$ cat src/rtl/sync_fifo_pkg.sv
// sync_fifo_pkg: shared helpers for the synchronous FIFO.
//   wrap_inc - advance a ring index, returning to 0 after the last slot.
//              Uses an explicit compare so non-power-of-two depths wrap correctly.
package sync_fifo_pkg;

  function automatic logic [31:0] wrap_inc(input logic [31:0] idx,
                                           input logic [31:0] depth);
    return (idx == depth - 32'd1) ? 32'd0 : idx + 32'd1;
  endfunction

endpackage

$ cat src/rtl/sync_fifo.sv
// sync_fifo: single-clock FIFO with a registered read port and occupancy status.
// Ports:
//   i_clock   - clock, all state changes on the rising edge
//   i_reset   - asynchronous active-high reset
//   i_write   - push request
//   i_wdata   - push data
//   i_read    - pop request
//   o_rdata   - registered pop data, changes only on an accepted pop
//   o_empty   - occupancy is zero
//   o_full    - occupancy equals DEPTH
//   o_queued  - current occupancy, 0..DEPTH
module sync_fifo
  import sync_fifo_pkg::*;
#(
  parameter int DEPTH = 16,
  parameter int WIDTH = 32
) (
  input  logic                       i_clock,
  input  logic                       i_reset,
  input  logic                       i_write,
  input  logic [WIDTH-1:0]           i_wdata,
  input  logic                       i_read,
  output logic [WIDTH-1:0]           o_rdata,
  output logic                       o_empty,
  output logic                       o_full,
  output logic [$clog2(DEPTH):0]     o_queued
);

  localparam int PTR_W = $clog2(DEPTH);
  localparam int CNT_W = $clog2(DEPTH) + 1;

  logic [WIDTH-1:0] mem_q [DEPTH];

  logic [PTR_W-1:0] wr_ptr_q, wr_ptr_d;
  logic [PTR_W-1:0] rd_ptr_q, rd_ptr_d;
  logic [CNT_W-1:0] count_q,  count_d;
  logic [WIDTH-1:0] rdata_q,  rdata_d;

  logic empty, full, push_ok, pop_ok;

  always_comb begin
    empty   = (count_q == '0);
    full    = (count_q == CNT_W'(DEPTH));
    // Acceptance uses the flags from before the edge, so a full FIFO with
    // both requests only pops and an empty one with both only pushes.
    push_ok = i_write && !full;
    pop_ok  = i_read && !empty;

    wr_ptr_d = wr_ptr_q;
    rd_ptr_d = rd_ptr_q;
    count_d  = count_q;
    rdata_d  = rdata_q;

    if (push_ok) begin
      wr_ptr_d = PTR_W'(wrap_inc(32'(wr_ptr_q), 32'(DEPTH)));
    end
    if (pop_ok) begin
      rd_ptr_d = PTR_W'(wrap_inc(32'(rd_ptr_q), 32'(DEPTH)));
      rdata_d  = mem_q[rd_ptr_q];
    end

    case ({push_ok, pop_ok})
      2'b10:   count_d = count_q + CNT_W'(1);
      2'b01:   count_d = count_q - CNT_W'(1);
      default: count_d = count_q;
    endcase
  end

  always_ff @(posedge i_clock or posedge i_reset) begin
    if (i_reset) begin
      wr_ptr_q <= '0;
      rd_ptr_q <= '0;
      count_q  <= '0;
      rdata_q  <= '0;
    end else begin
      wr_ptr_q <= wr_ptr_d;
      rd_ptr_q <= rd_ptr_d;
      count_q  <= count_d;
      rdata_q  <= rdata_d;
    end
  end

  // Storage is deliberately not reset so it can map onto RAM.
  always_ff @(posedge i_clock) begin
    if (push_ok) begin
      mem_q[wr_ptr_q] <= i_wdata;
    end
  end

  assign o_rdata  = rdata_q;
  assign o_empty  = empty;
  assign o_full   = full;
  assign o_queued = count_q;

endmodule

$ cat config.mk
export PLATFORM = sky130hd
export DESIGN_NAME = sync_fifo
export DESIGN_NICKNAME = d
export VERILOG_FILES = /design/src/rtl/sync_fifo_pkg.sv /design/src/rtl/sync_fifo.sv
export SDC_FILE = /design/constraint.sdc
export NUM_CORES = 1
export LEC_CHECK = 0
export CAP_MARGIN = 15
export CORE_MARGIN = 3
export CORE_UTILIZATION = 55
export DETAILED_ROUTE_END_ITERATION = 7
export MAX_ROUTING_LAYER = met4
export PLACE_DENSITY = 0.84
export RECOVER_POWER = 50
export REMOVE_ABC_BUFFERS = 1
export SLEW_MARGIN = 20
export SYNTH_ARGS = -nofsm -noshare
export SYNTH_HDL_FRONTEND = slang
export SYNTH_SLANG_ARGS = --single-unit
$ cat constraint.sdc
create_clock -name i_clock -period 5.2 [get_ports i_clock]
set_input_delay 1.56 -clock i_clock [delete_from_list [all_inputs] [get_ports i_clock]]
set_output_delay 1.56 -clock i_clock [all_outputs]
set_load 0.02 [all_outputs]
==> impl_metrics.json <==
{
  "drt_iter0_drc": 1070,
  "dieArea_mm2": 0.04079,
  "utilization": 0.6424,
  "vias_per_cell": 6.288,
  "synth.distinct_cells": 39,
  "n_antenna_cell": 0,
  "synth-seq-cells": 557,
  "violations": "capacitance limit, slew limit",
  "setup_violations": 0,
  "fp.dieW_um": 202.0,
  "finalPower_w": 0.01288,
  "grt_pass1_vias": 11000,
  "ys_seq_area_frac": 0.7813,
  "yosysTopAreaCell": "edfxtp_1",
  "wl_um": 45640,
  "postCtsSetupRepairBufs": 0,
  "drc": 0,
  "synth_top_area_frac": 0.7280,
  "initial_core_util": 0.5594,
  "syn_to_final_growth_pct": 14.84,
  "yosys-top-cells-count": "edfxtp_1, mux4_2, mux2i_1, nor2_1, dfrtp_1",
  "multi_input_area_mm2": 0.004423,
  "grt_setup_unrepaired": "false",
  "rows": 71,
  "p_leak_nw": 7.893,
  "synth_edf_count": 512,
  "r2r_setup_slack_ns": 1.44,
  "grt_max_degree": 63,
  "fmax_mhz": 243.3,
  "max-clock-path-buffers": 3,
  "gp_congestion": 0.7639,
  "r2r_end": "o_rdata[30]",
  "async_reset_ff_frac": 0.08079,
  "status": "finished with violations",
  "end_kind": "register",
  "reg2reg_from": "o_queued[0]",
  "slew_viol_final": 102,
  "cts_resized": 0,
  "clock_latency_ns": 0.59,
  "dp_slack_ns": 1.218,
  "min_from": "o_rdata[1]",
  "ctsHoldBuffers": 0,
  "ant_nets": 0,
  "wl_per_cell_um": 27.15,
  "holdPathStages": 2,
  "ys_top_cells_by_area": "edfxtp_1, mux4_2, dfrtp_1",
  "drive_gt1_frac": 0.1940,
  "grt_usage": 0.2347,
  "drt_pass1_iterations": 5,
  "setup_slack_ns": 1.089,
  "hold_end": "o_rdata[1]",
  "cts-htree-levels": 2,
  "finalCritPeriodShare": 0.7906,
  "synth_most_common_cell": "edfxtp_1",
  "nFillCells": 2378,
  "critical_path_class": "in2reg",
  "fin_nets": 1172,
  "p_per_area_mw_per_mm2": 531.2,
  "whs_ns": 0.5309,
  "cts_tree": "built",
  "cts-root-buf": "clkbuf_16",
  "maxCapViolCount": 3,
  "grt_pass1_wl_um": 69210,
  "regArea_mm2": 0.01651,
  "grt-ovfl-total": 0,
  "grt_antenna_before_repair": 0,
  "place_hpwl_um": 25460,
  "path_clk_slew_ns": 0.06,
  "vdd_drop_max_mv": 0.2888,
  "core_area_mm2": 0.03776,
  "port_buffers": 74,
  "syn_avg_cell_area_um2": 20.66,
  "hold_viol": 0,
  "required_ns": 5.71,
  "die_h_um": 202.0,
  "min_period_ns": 4.111,
  "critical_path.max_fanout": 35,
  "ys.flop_type": "edfxtp_1",
  "cp-startpoint": "i_read",
  "vias": 10570,
  "clkSinkCount": 557,
  "yosysWarnings": 0,
  "cts_made_buffers": 52,
  "critPathLaunchType": "input pin",
  "relSlewSlack": -0.6711,
  "synthesis.instances": 1022,
  "worst_pin_slew_ns": 2.507,
  "hp-class": "reg2reg",
  "finalClockSkew_ns": 0.01902,
  "rr_worst_depth": 5,
  "arrival_ns": 4.62,
  "ioPinCount": 75,
  "netlist_area_mm2": 0.02112
}
[sequential cells by signal (all words and copies together) (netlist names)]
name      count
o_rdata      32
wr_ptr_q      4
o_queued      5
mem_q       512
rd_ptr_q      4
[cell usage in the layout, fill, tap and decap left out, drive strengths merged, types with 4 or more instances in the layout]
cell type      netlist  layout
inv                  5       5
a21oi               35      35
edfxtp             512     512
o21ai                6       6
ha                   9       9
nor3                 5       5
buf                 30      30
dlygate4sd3          0      35
xnor2                5       5
nand3                4       4
clkinv               0      23
nor2                47      47
clkbuf              28      75
nand2               13      13
a21o                 4       4
mux2i               65      65
dfrtp               45      45
a22oi               32      32
o22ai               32      32
mux4                96      96
clkdlybuf4s50        0      39
a211oi              32      32
[worst max path at each step]
stage | endpoint | slack [ns]
floorplan | o_rdata[0] | -0.50
detailed placement | mem_q[5][12] | 1.22
global route | o_rdata[30] | 1.01
finish | o_rdata[30] | 1.09
CTS | o_empty | 1.22
global placement | o_queued[4] | 1.23
[routing by layer]
metal | track usage | vias to the layer above | wire length (µm)
met5 | - | - | 0
met1 | 0.3152 | 5458 | 17940
met3 | 0.04349 | 116 | 3399
met2 | 0.3693 | 565 | 22720
met4 | 0.08248 | 0 | 1580
li1 | - | 4431 | -
[where the power goes]
group,total [W],internal (W),switching (W)
Combinational,0.00337,0.00154,0.00183
Sequential,0.00593,0.00546,0.000463
Clock,0.00358,0.00199,0.00159
Total,0.0129,0.00900,0.00388
[kinds of logic (layout without fill, tap and decap cells)]
kind of cell | count (synthesis) | after routing | synth area share
AOI/OAI and AO/OA | 146 | 146 | 0.04580
muxes | 162 | 162 | 0.1337
DFF | 557 | 557 | 0.7813
xor gates and xnor gates | 6 | 6 | 0.002488
adders and majority gates | 10 | 10 | 0.006280
buffers and inverters | 63 | 211 | 0.01463
and+or+nand+nor | 78 | 78 | 0.01576
[critical path, cell delays in order]
cell and delay (ns):
dlygate4sd3_1 0.56, o21ai_0 0.12, clkbuf_1 1.80, a211oi_1 0.29
a21oi_1 0.26
[metrics by stage]
stage               cells  instance area (µm²)  TNS (ns)
floorplan             964                20830    -16.09
global placement     1582                22630         0
detailed placement   1582                22630         0
CTS                  1680                24260         0
global route         1681                24250         0
finish               1681                24250         0
[area by class of cell]
type / instances / share of cell area
Timing Repair Buffer: 108 / 0.04230
Multi-Input combinational cell: 402 / 0.1824
Sequential cell: 557 / 0.6808
Tap cell: 511 / 0.02636
Clock inverter: 27 / 0.008254
Inverter: 5 / 0.0007738
Clock buffer: 71 / 0.05912
Note: power is estimated with default switching activity, not from simulation.
